**config.mk**
```make
export PLATFORM = sky130hd
export DESIGN_NAME = fpu_cw_access_arbiter
export DESIGN_NICKNAME = d
export VERILOG_FILES = /design/src/rtl/fpu_cw_access_arbiter.sv
export SDC_FILE = /design/constraint.sdc
export NUM_CORES = 1
export LEC_CHECK = 0
export CAP_MARGIN = 20
export CORE_MARGIN = 1.5
export CORE_UTILIZATION = 30
export CTS_CLUSTER_SIZE = 40
export DETAILED_ROUTE_END_ITERATION = 8
export GPL_ROUTABILITY_DRIVEN = 0
export SYNTH_ARGS = -nofsm -noshare
export SYNTH_HDL_FRONTEND = slang
export SYNTH_SLANG_ARGS = --single-unit
export TNS_END_PERCENT = 50
```
**constraint.sdc**
```tcl
create_clock -name clk -period 1.7 [get_ports clk]
set_input_delay 0.17 -clock clk [delete_from_list [all_inputs] [get_ports clk]]
set_output_delay 0.17 -clock clk [all_outputs]
set_load 0.1 [all_outputs]
```
**src/rtl/fpu_cw_access_arbiter.sv**
```systemverilog
// fpu_cw_access_arbiter
// Owns the single FPU control-word register port and shares it between the
// CPU I/O path (FLDCW/FSTCW), the microcode sequencer (FLDENV/FSTENV) and
// the FINIT default-load. One transaction is in flight at a time. FINIT has
// priority, and the two requesters alternate round-robin when both are
// waiting. A register that never acks is abandoned after ACK_TIMEOUT cycles,
// and the requester still gets its ack, flagged by err.
//
// Ports
//   clk, reset              clock, synchronous active-high reset
//   finit                   one-cycle pulse requesting a DEFAULT_CW load
//   cpu_req/wr/wdata        CPU request (level, held until cpu_ack)
//   cpu_ack/rdata           CPU completion pulse, captured control word
//   uc_req/wr/wdata         microcode request, same protocol as CPU
//   uc_ack/rdata            microcode completion pulse, captured word
//   err                     pulses together with the ack of a timed-out txn
//   busy                    arbiter is not idle
//   cw_cs/wr_en/data_out    register access strobe, write enable, write data
//   cw_ack, cw_word_in      register ack (registered), current control word
module fpu_cw_access_arbiter #(
    parameter logic [15:0] DEFAULT_CW  = 16'h037F,
    parameter int          ACK_TIMEOUT = 8
) (
    input  logic        clk,
    input  logic        reset,
    input  logic        finit,
    input  logic        cpu_req,
    input  logic        cpu_wr,
    input  logic [15:0] cpu_wdata,
    output logic        cpu_ack,
    output logic [15:0] cpu_rdata,
    input  logic        uc_req,
    input  logic        uc_wr,
    input  logic [15:0] uc_wdata,
    output logic        uc_ack,
    output logic [15:0] uc_rdata,
    output logic        err,
    output logic        busy,
    output logic        cw_cs,
    output logic        cw_wr_en,
    output logic [15:0] cw_data_out,
    input  logic        cw_ack,
    input  logic [15:0] cw_word_in
);

    localparam logic [1:0] S_IDLE  = 2'd0;
    localparam logic [1:0] S_GRANT = 2'd1;
    localparam logic [1:0] S_WAIT  = 2'd2;
    localparam logic [1:0] S_DONE  = 2'd3;

    // Owner codes double as the requester index for CPU (0) and UC (1).
    localparam logic [1:0] OWN_CPU   = 2'd0;
    localparam logic [1:0] OWN_UC    = 2'd1;
    localparam logic [1:0] OWN_FINIT = 2'd2;

    localparam int NUM_REQ = 2;

    typedef struct packed {
        logic [1:0]  owner;
        logic        wr;
        logic [15:0] wdata;
    } txn_t;

    logic [1:0]  state;
    txn_t        txn_q;
    txn_t        sel;
    logic        sel_vld;
    logic        finit_pending;
    logic        last_uc;      // 1: microcode owned the last served request
    logic        err_flag;
    logic [7:0]  tmo_cnt;

    logic [NUM_REQ-1:0][15:0] rdata_q;

    // IDLE selection: pending FINIT first, then the lone requester, and on a
    // tie the requester that was not served last.
    always_comb begin
        sel     = '0;
        sel_vld = 1'b0;
        if (finit_pending) begin
            sel_vld   = 1'b1;
            sel.owner = OWN_FINIT;
            sel.wr    = 1'b1;
            sel.wdata = DEFAULT_CW;
        end else if (cpu_req && (!uc_req || last_uc)) begin
            sel_vld   = 1'b1;
            sel.owner = OWN_CPU;
            sel.wr    = cpu_wr;
            sel.wdata = cpu_wdata;
        end else if (uc_req) begin
            sel_vld   = 1'b1;
            sel.owner = OWN_UC;
            sel.wr    = uc_wr;
            sel.wdata = uc_wdata;
        end
    end

    always_ff @(posedge clk) begin
        if (reset) begin
            state         <= S_IDLE;
            txn_q         <= '0;
            finit_pending <= 1'b0;
            last_uc       <= 1'b1;
            err_flag      <= 1'b0;
            tmo_cnt       <= '0;
        end else begin
            // A new finit in the same cycle as the clear keeps pending set.
            finit_pending <= finit |
                             (finit_pending & ~(state == S_IDLE));
            case (state)
                S_IDLE: begin
                    err_flag <= 1'b0;
                    if (sel_vld) begin
                        txn_q <= sel;
                        state <= S_GRANT;
                    end
                end
                S_GRANT: begin
                    tmo_cnt <= 8'(ACK_TIMEOUT - 1);
                    state   <= S_WAIT;
                end
                S_WAIT: begin
                    if (cw_ack) begin
                        state <= S_DONE;
                    end else if (tmo_cnt == '0) begin
                        err_flag <= 1'b1;
                        state    <= S_DONE;
                    end else begin
                        tmo_cnt <= tmo_cnt - 8'd1;
                    end
                end
                default: begin
                    // FINIT leaves the round-robin pointer alone.
                    if (txn_q.owner != OWN_FINIT)
                        last_uc <= (txn_q.owner == OWN_UC);
                    state <= S_IDLE;
                end
            endcase
        end
    end

    // Per-requester read-data capture; a timed-out transaction never gets
    // here because cw_ack was not seen.
    for (genvar g = 0; g < NUM_REQ; g++) begin : g_rdata
        always_ff @(posedge clk) begin
            if (reset)
                rdata_q[g] <= '0;
            else if (state == S_WAIT && cw_ack && txn_q.owner == 2'(g))
                rdata_q[g] <= cw_word_in;
        end
    end

    assign cpu_rdata   = rdata_q[OWN_CPU];
    assign uc_rdata    = rdata_q[OWN_UC];

    assign busy        = (state != S_IDLE);
    assign cw_cs       = (state == S_GRANT) || (state == S_WAIT);
    assign cw_wr_en    = cw_cs & txn_q.wr;
    assign cw_data_out = cw_cs ? txn_q.wdata : '0;

    assign cpu_ack     = (state == S_DONE) && (txn_q.owner == OWN_CPU);
    assign uc_ack      = (state == S_DONE) && (txn_q.owner == OWN_UC);
    assign err         = (state == S_DONE) && err_flag;

endmodule
```
* Word level (Yosys, flattened, before mapping)
Cells that the tools add are included.
** Cells by class
- $add $sub $neg :: 1
- $mul :: 0
- Divide/modulo/power cells :: 0
- Magnitude comparators :: 0
- Eq/ne operators :: 10
- Shift-type cells :: 0
- Multiplexer cells :: 17
- Bitwise operators :: 5
- Reductions and logical operators :: 22
** Operators by type and width (number)
- 18-bit 2-to-1 mux :: 2
- 19-bit 2-to-1 mux :: 1
- 16-bit 2-to-1 mux :: 1
- 8-bit 2-to-1 mux :: 2
- 8-bit one-hot mux with 2 select lines :: 1
- 2-bit inequality test, second input constant :: 5
- 8-bit logical NOT :: 1
- 8-bit by 1-bit subtractor with 8-bit output, second input constant :: 1
- 1-bit logical AND :: 7
- 2-bit 2-to-1 mux :: 3
- 2-bit one-hot mux with 3 select lines :: 1
- 2-bit AND reduction :: 3
- 3-bit AND reduction :: 2
- 2-bit nonzero test :: 3
- 1-bit 2-to-1 mux :: 5
- 2-bit by 1-bit == test with 1-bit output, second input constant :: 2
- 2-bit == test, second input constant :: 2
- 2-bit logical NOT :: 2
- 3-bit inequality test, second input constant :: 1
- 3-bit OR reduction :: 1
- 1-bit AND :: 2
- 1-bit logical OR :: 2
- 1-bit NOT :: 2
- 1-bit one-hot mux with 2 select lines :: 1
- other kinds (2) :: 2
** Storage, ports and cells
- Register bits :: 64
- Latch bits :: 0
- Memory bits (writable) :: 0
- Bits in read-only memories :: 0
- Output and inout bits :: 54
- Logic and storage cells :: 65
- Memories :: 0

* Longest topological paths before layout
Gate-level depths: netlist (run 1).
- Depth in word-level cells :: 7
- Mapped depth :: 9
- Depth with buffers taken out :: 6

* Worst setup path before layout (run 1)
No wires, ideal clock.
- Path type :: reg-to-output
- From :: register state[0]
- To :: output cw_data_out[0]
- Data arrival time :: 2.391 ns
- Required time :: 1.530 ns
- Setup slack :: -0.861 ns
- Cell stages (with the launch flop) :: 5
- Path buffers :: 1
- Cell sequence :: dfxtp_1 inv_1 ha_1 clkbuf_1 and2_1
** Between the ends
- Longest elaborated chain between the ends :: 3
** RTL lines
- start, declared :: line 64 : logic [1:0] state;
- start signal, assigned :: line 100 : state <= S_IDLE;
- start signal, assigned :: line 115 : state <= S_GRANT;
- start signal, assigned :: line 120 : state <= S_WAIT;
- 2-bit by 1-bit == test with 1-bit output or 2-bit == test (tied branches) :: line 157 : assign cw_cs = (state == S_GRANT) || (state == S_WAIT);
- 1-bit logical OR * :: line 157
- named net cw_cs :: line 39 : output logic cw_cs,
- 16-bit 2-to-1 mux * :: line 159 : assign cw_data_out = cw_cs ? txn_q.wdata : '0;
- end, declared :: line 41 : output logic [15:0] cw_data_out,
The timed path passes the listed nets; every way through them passes the cells marked *.

* Final worst setup path (run 1)
- From :: register state[0]
- To :: output cw_data_out[11]
** Between the ends
- Longest elaborated chain between the ends :: 3
** RTL lines (line)
- 2-bit by 1-bit == test with 1-bit output or 2-bit == test (tied branches) :: 157
- 1-bit logical OR * :: 157
- 16-bit 2-to-1 mux * :: 159
Every way passes the cells marked *; elsewhere a longest branch is shown, timed or not.

==> run summary, run 1 <==
Status: finished with violations
Failing checks: setup timing
Max-Cap Viols: 0
Fin area: 0.00472 mm2
Number of global-route vias before repair: 2926
Sequential-to-total area share from yosys stat: 0.456
Pwr dens: 1800 mW/mm2
TritonCTS clock tree: built
Hold Vio Cnt, Final: 0
Tcrit/Tclk final: 1.03
Post-route insts no fill: 599
Final HPWL DP: 5920 um
Post-CTS Hold Buffers: 0
Asr flop ratio synth: 0
CP max FO: 9
Nets@finish: 545
Critical path class: reg -> out
Lkg Pwr: 0.00186 uW
Pin count of the biggest net entering global routing: 28
Post-Route WL: 8260 um
Synth top cells by count: nand2_1, dfxtp_1, a21oi_1
Critical path origin: state[0]$_SDFFE_PP0P_
Req. time, crit path: 1.53 ns
Worst-path clk slew: 0.08 ns
Antenna fix cells: 0
DR iter-0 viols: 94
Share of cells above drive strength 1: 0.297
Syn. warnings: 0
Synth-to-layout area growth: 67.7%
Total CTS buffers: 9
Placed inst area: 0.00430 mm2
CTS HTree Levels: 3
RSZ-0062 raised after global routing: yes
Synthesized Nets: 416
Critical path arrival: 1.59 ns
Min-delay src: reset
DR vias/cell: 4.92
Initial Util: 0.307
Hold crit path type: in -> reg
Most frequent cell after synthesis: nand2_1
Post-synthesis cell count: 354
Worst setup SP type: flop
Syn_area_per_cell: 7.95 um2
Clock latency on the worst-skew pair: 0.34 ns
Actual slew at the worst max-slew pin: 0.531 ns
Post-layout min period: 1.76 ns
Clk root buf: clkbuf_8
Clock sinks: 64
Die width: 99.8 um
CP Capture Type: output pin
Clk_skew: 0.0103 ns
Number of iterations in the first detailed-routing pass: 5
Total die area: 0.00997 mm2
Final worst setup slack: -0.0563 ns
Chip height: 99.8 um
WHS: 0.270 ns
DR WL/cell: 13.8 um
Synth cell types: 39
Share of Yosys cell area claimed by the top area cell type: 0.456
Fin. max-slew vios: 0
Vias: 2947
Inst Count DP: 577
Rows: 35
Yosys reg bits: 64
Worst r2r src: state[0]$_SDFFE_PP0P_
# DRC: 0
Initial antenna violation count: 0
Final setup viols: 17
Post-synth EDFFs: 0
GR Overflow Total: 0
Power, Total: 8480 uW
First-pass GRT wire length: 13700 um
Mapped Area: 0.00281 mm2
Core area: 0.00915 mm2
Count of buffers from port buffering: 109
Total GRT Usage: 0.173
Worst VDD drop: 1.16 mV
Largest cells by area after synthesis: dfxtp_1, nand2_1, a21oi_1
Synth area leader: dfxtp_1
Max Clk Rate: 0.569 GHz
I/O Pins: 110
Remaining antenna violation count: 0
Post-synth top flop: dfxtp_1
CTS max path bufs: 2
Relative slew slack: 0.645
-- flip-flops by register name, summed over array words and instances, names as in the netlist --
signal / cells
cpu_rdata: 16
state: 2
txn_q: 19
last_uc: 1
finit_pending: 1
tmo_cnt: 8
uc_rdata: 16
err_flag: 1
-- where the power goes --
| group | total [uW] | switching (uW) | internal (uW) |
|---|---|---|---|
| Clock | 1640 | 620 | 1020 |
| Sequential | 2070 | 249 | 1820 |
| Combinational | 4770 | 2790 | 1980 |
| Total | 8480 | 3660 | 4820 |
-- routing by layer --
metal | GRT usage | vias to the layer above | part of all wire
li1 | - | 1474 | -
met1 | 0.213 | 1348 | 0.43
met2 | 0.274 | 118 | 0.46
met3 | 0.0752 | 7 | 0.10
met4 | 0.0553 | 0 | 0.0086
met5 | 0 | - | 0
-- layout by cell type, fill, tap and decap left out, types with 10 or more instances in the layout --
cell / netlist / layout
nand2_1: 75 / 75
dfxtp_1: 64 / 60
clkdlybuf4s50_1: 0 / 54
buf_4: 0 / 55
and2_4: 0 / 12
nor2_1: 30 / 29
o21ai_0: 27 / 27
a21oi_1: 42 / 39
a211oi_1: 12 / 12
clkbuf_8: 1 / 10
buf_12: 0 / 24
-- cells by family after synthesis --
group	after synthesis	synth area share
simple gates	155	0.258
compound gates	97	0.204
flops	64	0.456
buf+inv	30	0.0489
fa+ha+maj	6	0.0267
xor+xnor	1	0.00311
mux	1	0.00356
-- path summary, 6_finish.rpt --
kind | cells after the start | endpoint | slack (ns)
worst max-delay path | 6 | cw_data_out[11] | -0.06
worst min-delay path | 2 | uc_rdata[2]$_SDFFE_PP0P_ | 0.27
worst max register to register | 6 | tmo_cnt[6]$_SDFFE_PP0P_ | 0
worst min register to register | 2 | cpu_rdata[8]$_SDFFE_PP0P_ | 0.46
-- what timing repair did --
action                     CTS  global route
gates cloned                 0             1
pin swaps                    2             6
setup endpoints to repair   23            28
setup buffers                3             2
resized for setup           17            21
-- stage by stage --
stage | TNS, ns | util | worst slack, ns
CTS | -0.957 | 0.505 | -0.0749
global placement | 0 | 0.470 | 0.00409
finish | -0.538 | 0.516 | -0.0563
floorplan | -3.17 | - | -0.118
detailed placement | -0.197 | 0.470 | -0.0431
global route | -1.86 | 0.516 | -0.119
-- area by class of cell --
cell class | instances | area (um2)
Inverter | 10 | 41.3
Fill cell | 875 | 4430
Clock buffer | 10 | 138
Multi-Input combinational cell | 261 | 1520
Clock inverter | 6 | 115
Sequential cell | 64 | 1290
Tap cell | 111 | 139
Timing Repair Buffer | 137 | 1480
-- critical path: stages, from the launching register on --
cell and delay [ns]:
dfxtp_2 0.34, inv_2 0.04, buf_6 0.11, ha_4 0.28
buf_8 0.13, and2_2 0.17, buf_12 0.17
(Power assumes the default switching activity.)
==> inputs of run 2 (changes only) <==
ABC_CLOCK_PERIOD_IN_PS = 1700   (was not set)
==> results of run 2 <==
No change in the layout: final DEF, timing and power equal those of run 1.
==> inputs of run 3 (changes only) <==
DONT_BUFFER_PORTS = 1   (was not set)
PLACE_DENSITY = 0.57   (was not set)
SETUP_SLACK_MARGIN = 0.1   (was not set)
==> run summary, run 3 (synthesis gave the netlist of run 1 again) <==
Most flops, register: txn_q
Count of buffers from port buffering: 0 (-100%)
Initial antenna violation count: 0 (unchanged)
Post-Route WL: 8200 um (-0.76%)
TritonCTS clock tree: built
Total GRT Usage: 0.170 (-0.00332)
Antenna fix cells: 0 (unchanged)
Lkg Pwr: 0.00165 uW (-11%)
Chip height: 99.8 um (unchanged)
RSZ-0062 raised after global routing: yes
Hold Vio Cnt, Final: 0 (unchanged)
Worst VDD drop: 1.20 mV (+4.1%)
I/O Pins: 110 (unchanged)
Clk_skew: 0.00555 ns (-0.00479 ns)
Clk root buf: clkbuf_8
Worst-path clk slew: 0.08 ns (about the same)
GR Overflow Total: 0 (unchanged)
Actual slew at the worst max-slew pin: 0.470 ns (-0.0613 ns)
Reg2Reg Depth: 6 (unchanged)
Hold crit path type: in -> reg
Status: finished with violations
Critical path arrival: 1.56 ns (-0.03 ns)
Worst setup SP type: flop
Clock sinks: 64 (unchanged)
Req. time, crit path: 1.53 ns (about the same)
Critical path class: reg -> out
Flip-flop count of the largest register after layout: 19 (unchanged)
Core area: 0.00915 mm2 (unchanged)
DR WL/cell: 14.7 um (+6.3%)
Die width: 99.8 um (unchanged)
Number of iterations in the first detailed-routing pass: 6 (+1)
Most frequent cells in the layout: nand2_1, dfxtp_1, buf_4
# DRC: 0 (unchanged)
Remaining antenna violation count: 0 (unchanged)
Number of global-route vias before repair: 2813 (-3.9%)
Synth-to-layout area growth: 52.3%
CTS HTree Levels: 3 (unchanged)
CTS max path bufs: 2 (unchanged)
DR vias/cell: 5.08 (+3.3%)
Share of cells above drive strength 1: 0.313 (+0.0154)
Total CTS buffers: 9 (unchanged)
Max Clk Rate: 0.577 GHz (+1.3%)
First-pass GRT wire length: 13400 um (-2.1%)
Pwr dens: 1840 mW/mm2 (+2.3%)
WHS: 0.0165 ns (-0.254 ns)
Commonest non-fill, non-tap cell in the layout: nand2_1
Initial Util: 0.307 (unchanged)
Rows: 35 (unchanged)
Nets@finish: 505 (-7.3%)
Final worst setup slack: -0.0333 ns (+0.0230 ns)
Clock latency on the worst-skew pair: 0.33 ns (about the same)
Fin. max-slew vios: 0 (unchanged)
Max-Cap Viols: 0 (unchanged)
Total die area: 0.00997 mm2 (unchanged)
Failing checks: setup timing
Tcrit/Tclk final: 1.02 (-0.0135)
Vias: 2842 (-3.6%)
CP max FO: 9 (unchanged)
Relative slew slack: 0.685 (+0.0405)
Hold Crit Depth: 2 (unchanged)
Power, Total: 7880 uW (-7.1%)
DR iter-0 viols: 167 (+78%)
CP Capture Type: output pin
Post-layout min period: 1.73 ns (-0.0230 ns)
Pin count of the biggest net entering global routing: 59 (+110%)
Final setup viols: 17 (unchanged)
Final Util: 0.468 (-0.0476)
Final HPWL DP: 5290 um (-11%)
## run 3: final cells by class
| class | count | area, um2 |
|---|---|---|
| flip-flops and latches | 64 | 1290 |
| inverters | 10 | 41.3 |
| repair buffers | 97 | 1030 |
| multi-input cells | 261 | 1590 |
| fillers | 873 | 4870 |
| well taps | 111 | 139 |
| clock buffers | 9 | 124 |
| clock inverters | 7 | 72.6 |
## run 3: critical path, stage by stage, from the launching register on
cell and delay [ns]:
dfxtp_2 0.33, inv_2 0.04, buf_6 0.11, ha_4 0.28
buf_8 0.13, and2_4 0.33
## run 3: report_power, final
group | total (uW) | leakage [uW] | switching, uW | internal (uW)
registers | 2070 | 0.000523 | 253 | 1820
clock network | 1310 | 0.0000952 | 636 | 677
logic | 4500 | 0.00103 | 2800 | 1700
## run 3: per-layer routing
metal / global-route usage / part of all wire / up-vias
met5: 0 / 0 / -
met4: 0.0520 / 0.0093 / 0
met3: 0.0536 / 0.072 / 7
met2: 0.308 / 0.51 / 111
met1: 0.189 / 0.41 / 1332
li1: - / - / 1392
## run 3: final timing paths
| path | start | endpoint | slack [ns] |
|---|---|---|---|
| setup reg to reg | state[0]$_SDFFE_PP0P_ | tmo_cnt[7]$_SDFFE_PP0P_ | 0.04 |
| setup / recovery | state[0]$_SDFFE_PP0P_ | cw_data_out[0] | -0.03 |
| hold / removal | uc_wdata[11] | txn_q[11]$_SDFFE_PP0P_ | 0.02 |
| hold reg to reg | cpu_rdata[9]$_SDFFE_PP0P_ | cpu_rdata[9]$_SDFFE_PP0P_ | 0.45 |
## run 3: metrics by stage
| step | area [um2] | TNS (ns) | instances | setup slack [ns] |
|---|---|---|---|---|
| global placement | 3480 | 0 | 505 | 0.0332 |
| CTS | 4170 | -0.614 | 559 | -0.0457 |
| detailed placement | 3480 | -0.107 | 505 | -0.0351 |
| finish | 4280 | -0.360 | 559 | -0.0333 |
| floorplan | 2890 | 0 | 354 | 0.0240 |
| global route | 4280 | -1.36 | 559 | -0.0882 |
## run 3: repair_timing
item,4_1_cts,5_1_grt
cloned,1,0
hold buffers,30,0
setup endpoints to repair,51,81
pin swaps,16,12
resized for setup,30,29
endpoints found under the hold margin,58,0
buffers inserted,7,0
